<file path="src/rtl/rr_arbiter_8.sv">
// rr_arbiter_8: round-robin arbiter for 8 requesters with release, request-drop and hold-time revocation
module rr_arbiter_8 #(
    parameter int N_REQ    = 8,
    parameter int MAX_HOLD = 15
) (
    input  logic             clk,
    input  logic             rst,
    input  logic [N_REQ-1:0] req,
    input  logic             relinquish,
    output logic [N_REQ-1:0] grant,
    output logic [2:0]       grant_idx,
    output logic             grant_valid,
    output logic             timeout,
    output logic             busy
);
    localparam int HW = MAX_HOLD > 0 ? $clog2(MAX_HOLD + 1) : 1;

    typedef enum logic [1:0] {IDLE, GRANTED, RECOVER} state_t;

    state_t           state, state_n;
    logic [2:0]       ptr, ptr_n, idx_n, win_idx;
    logic [HW-1:0]    hold_cnt, hold_n;
    logic [N_REQ-1:0] grant_n, rot, first;
    logic             valid_n, timeout_n, limit, done;

    function automatic logic [2:0] enc8(input logic [7:0] v);
        return {v[4] | v[5] | v[6] | v[7], v[2] | v[3] | v[6] | v[7], v[1] | v[3] | v[5] | v[7]};
    endfunction

    // rot[0] is the requester at ptr, so the lowest set bit of rot is the round-robin winner
    always_comb begin
        for (int i = 0; i < N_REQ; i++) rot[i] = req[ptr + 3'(i)];
        first     = rot & (~rot + 1'b1);
        win_idx   = ptr + enc8(first);
        limit     = MAX_HOLD != 0 && hold_cnt == HW'(MAX_HOLD - 1);
        done      = relinquish || !req[grant_idx] || limit;
        state_n   = state;
        ptr_n     = ptr;
        hold_n    = '0;
        grant_n   = grant;
        idx_n     = grant_idx;
        valid_n   = grant_valid;
        timeout_n = 1'b0;
        if (state == GRANTED) begin
            hold_n    = hold_cnt == HW'(MAX_HOLD) ? hold_cnt : hold_cnt + 1'b1;
            state_n   = done ? RECOVER : GRANTED;
            ptr_n     = done ? grant_idx + 3'd1 : ptr;
            grant_n   = done ? '0 : grant;
            idx_n     = done ? 3'd0 : grant_idx;
            valid_n   = !done;
            timeout_n = done && limit && !relinquish && req[grant_idx];
        end else begin
            state_n = |req ? GRANTED : IDLE;
            grant_n = |req ? N_REQ'(1) << win_idx : '0;
            idx_n   = |req ? win_idx : 3'd0;
            valid_n = |req;
        end
    end

    always_ff @(posedge clk or posedge rst) begin
        if (rst) begin
            state       <= IDLE;
            ptr         <= '0;
            hold_cnt    <= '0;
            grant       <= '0;
            grant_idx   <= '0;
            grant_valid <= 1'b0;
            timeout     <= 1'b0;
            busy        <= 1'b0;
        end else begin
            state       <= state_n;
            ptr         <= ptr_n;
            hold_cnt    <= hold_n;
            grant       <= grant_n;
            grant_idx   <= idx_n;
            grant_valid <= valid_n;
            timeout     <= timeout_n;
            busy        <= state_n != IDLE;
        end
    end
endmodule

</file>
<file path="config.mk">
export PLATFORM = sky130hd
export DESIGN_NAME = rr_arbiter_8
export DESIGN_NICKNAME = d
export VERILOG_FILES = /design/src/rtl/rr_arbiter_8.sv
export SDC_FILE = /design/constraint.sdc
export NUM_CORES = 1
export LEC_CHECK = 0
export BUFFER_PORTS_ARGS = -buffer_cell sky130_fd_sc_hd__buf_2
export CORE_ASPECT_RATIO = 1.2
export CORE_MARGIN = 8
export CORE_UTILIZATION = 36
export DETAILED_ROUTE_END_ITERATION = 10
export SYNTH_ARGS = -nofsm -noshare
export SYNTH_HDL_FRONTEND = slang
export SYNTH_SLANG_ARGS = --single-unit
</file>
<file path="constraint.sdc">
create_clock -name clk -period 5.6 [get_ports clk]
set_clock_uncertainty 0.05 [all_clocks]
set_input_delay 0.56 -clock clk [delete_from_list [all_inputs] [get_ports clk]]
set_output_delay 0.56 -clock clk [all_outputs]
set_load 0.02 [all_outputs]
</file>
==> parameters.txt <==
Parameter                              Value

Power
  Peak supply drop    0.354 mV
  Switching part of the total    0.452
  Clock network power share    0.112
  Share of power burned in combinational logic    0.664
  Leakage    0.000828 µW
  Net Sw Power    588 µW
  Power density over cell area    696 mW/mm²
  Sequential share of power    0.224
  Internal    713 µW

Routing
  Number of optimization iterations in the first detailed-route pass    4
  Count of unresolved DRC violations after routing    0
  Number of vias after detailed routing    1253
  Via-to-Cell Ratio    5.64
  DR WL/cell    16.6 µm
  Top layer reached by signal wires    met4
  Met3 wire length    93 µm
  Routed metal-1 wirelength    1.54 mm
  Number of antenna-violating nets in the routed design    0
  Iter 0 DRT Violations    54
  Met2 routed WL    2.01 mm
  Final Routed Wirelength    3.70 mm

Synthesis
  Total standard cell area after synthesis    0.00166 mm²
  Number of storage elements in the synthesis netlist    22
  Synth async-reset ratio    1.00
  Yosys top cell area share    0.332
  Yosys warnings    0
  Part of the Yosys area used for sequential elements    0.332
  Leading area contributor after synthesis    sky130_fd_sc_hd__dfrtp_1
  Cell variety after synth    42
  Post-synthesis area per instance    11.8 µm²
  Cells taking the most area after synthesis    sky130_fd_sc_hd__dfrtp_1 33%, sky130_fd_sc_hd__mux4_2 14%, sky130_fd_sc_hd__mux4_1 6.3%
  Dominant register cell in the synthesized netlist    sky130_fd_sc_hd__dfrtp_1
  Post-synth EDFFs    0
  Syn_nets    159
  Post-Syn Instances    141

Floorplan
  Die Area    0.00705 mm²
  Chip Width    78.0 µm
  Area of the placeable core    0.00453 mm²
  Y dimension of the die    90.4 µm
  Starting Density    0.367
  FP Rows    27
  I/O pins    25

Clock network
  CTS tree    yes
  H-tree levels    1
  Clock latency at the later pin of the worst-skew pair    0.26 ns
  Count of buffers added by post-CTS timing repair for setup    0
  Total of cells resized after clock tree synthesis    0
  Root Buffer    sky130_fd_sc_hd__clkbuf_8
  Number of sinks driven by the clock tree    22
  Clock-pin transition on the worst setup and hold timing paths    0.08 ns
  CTS Hold Buffers Added    0
  Inserted Clock Buffers    3
  Maximum number of buffers from clock root to sink    2

Global route
  Number of global-route vias before repair    1311
  GRT Overall Usage    0.109
  Number of antenna violations at the first check in global routing    0
  Residual overflow from global routing    0
  Maximum number of pins on one net before global-route repair    23
  Global-route wire length before repair    6.41 mm

Placement
  Pre-CTS WS    0.977 ns
  Half-perimeter wire length after placement    2.87 mm
  I/O Buffers    24
  Placed instance count    218
  Placer congestion estimate    0.768

Timing
  Setup repair after global routing missed its margin    false
  Slew headroom    0.455
  Number of failing setup endpoints in the final timing report    0
  Post-route setup slack    1.01 ns
  Portion of the clock cycle consumed by the worst path in the final layout    0.820
  Peak Freq    0.218 GHz
  Transition time at the pin with the least slew margin    0.817 ns
  Worst hold margin    0.393 ns
  Fin Setup TNS    0 ns
  Endpoints failing hold    0
  Slew Viols, Final    0
  Clock period minus worst slack    4.59 ns

Critical path
  Worst path max stage delay    0.70 ns
  Peak fanout along the critical path    12
  Worst setup path category    reg -> reg
  Required @ worst endpoint    5.74 ns
  Critical-path cell list    inv_1, ha_1, mux2_4, mux4_1, o22ai_1, o2111ai_1, o221ai_1, o21a_1, ha_1, inv_1, fa_1, nor3_1, nand2_1, o21ai_1
  Crit path capture type    flip-flop
  Max stage delay cell, worst path    sky130_fd_sc_hd__dfrtp_1
  Worst setup SP type    flip-flop
  CP arrival    4.73 ns

Finish
  Ratio of cells with drive above 1 in the final layout    0.293
  Final std cells w/o fill    222
  Leading cell type in the layout, fill and taps excluded    sky130_fd_sc_hd__buf_2
  Nets    183
  Area delta synth->final    12.7%
  Antenna diode count    0
  Commonest cells after routing, fill and taps aside    24 x sky130_fd_sc_hd__buf_2, 22 x sky130_fd_sc_hd__dfrtp_1, 11 x sky130_fd_sc_hd__nand2_1

Run
  Max-Cap Viols    0

Run status
  Run status    finished, final reports clean

Hold path
  Hold crit path type    in -> async
-- area by class of cell --
class                   count  area, µm²
clock buffers               3       41.3
clock inverters             1       30.0
fillers                   451       2660
inverters                   9       33.8
multi-input cells         105       1020
flip-flops and latches     22        551
well taps                  58       72.6
repair buffers             24        120
-- flip-flops by register name (all words and copies together), names as in the netlist --
register and flops:
timeout 1, busy 1, ptr 3, state 2, grant 8, hold_cnt 4, grant_idx 3
-- final timing paths --
check | from | to | slack (ns) | cells past startpoint
max in group asynchronous | rst | ptr[0] | 4.60 | 2
min in group clk | relinquish | timeout | 0.42 | 2
worst max register to register | ptr[0] | grant[2] | 1.01 | 14
worst min register to register | grant[0] | grant[0] | 0.44 | 2
worst max-delay path | ptr[0] | grant[2] | 1.01 | 14
worst min-delay path | rst | grant[7] | 0.39 | 2
-- synthesized netlist by cell type (2+ instances only) --
master / instances
sky130_fd_sc_hd__dfrtp_1: 22
sky130_fd_sc_hd__nand2_1: 11
sky130_fd_sc_hd__mux4_2: 10
sky130_fd_sc_hd__inv_1: 9
sky130_fd_sc_hd__nor2_1: 9
sky130_fd_sc_hd__ha_1: 6
sky130_fd_sc_hd__xnor2_1: 5
sky130_fd_sc_hd__a22o_1: 4
sky130_fd_sc_hd__mux2_4: 4
sky130_fd_sc_hd__mux2i_1: 4
sky130_fd_sc_hd__mux4_1: 4
sky130_fd_sc_hd__o21ai_0: 4
sky130_fd_sc_hd__buf_6: 3
sky130_fd_sc_hd__mux2_2: 3
sky130_fd_sc_hd__nand3_1: 3
sky130_fd_sc_hd__nor3_1: 3
sky130_fd_sc_hd__nor4_1: 3
sky130_fd_sc_hd__a211oi_1: 2
sky130_fd_sc_hd__a21o_1: 2
sky130_fd_sc_hd__a21oi_1: 2
sky130_fd_sc_hd__a32o_1: 2
sky130_fd_sc_hd__nand2b_1: 2
sky130_fd_sc_hd__o21ai_1: 2
sky130_fd_sc_hd__o22ai_1: 2
sky130_fd_sc_hd__o31ai_1: 2
sky130_fd_sc_hd__or4_1: 2
-- routing by layer --
layer  up-vias  global-route usage
li1        590                   -
met1       638               0.127
met2        20               0.196
met3         5              0.0159
met4         0              0.0356
met5         -                   0
-- power by group through the flow --
stage	combinational [µW]	sequential [µW]	clock [µW]
floorplan	734	278	0
global placement	841	294	0
detailed placement	865	295	0
CTS	871	293	150
global route	960	303	156
finish	865	291	145
-- critical path, delay by kind of cell (launching register included) --
kind                     cells  cell delay (ns)
multiplexers                 2             0.93
AND/OR/NAND/NOR              2             0.57
AO/OA/AOI/OAI                5             0.89
buffers and inverters        2             0.28
flip-flops                   1             0.70
adder cells (fa/ha/maj)      3             1.12
-- kinds of logic (layout without fill, tap and decap cells) --
logic type	count (synthesis)	count (layout)	share of synthesized area
buffers and inverters	14	37	0.0520
AOI/OAI and AO/OA	27	27	0.121
adders and majority gates	7	7	0.0573
xor gates and xnor gates	7	7	0.0415
DFF	22	22	0.332
and+or+nand+nor	39	39	0.117
muxes	25	25	0.280
-- per-stage QoR --
stage / total power, µW / util / area, µm²
after CTS: 1310 / 0.413 / 1870
final: 1300 / 0.413 / 1870
after global placement: 1130 / 0.397 / 1800
after detailed placement: 1160 / 0.397 / 1800
after floorplan: 1010 / - / 1660
after global routing: 1420 / 0.413 / 1870
(Power assumes the default switching activity.)
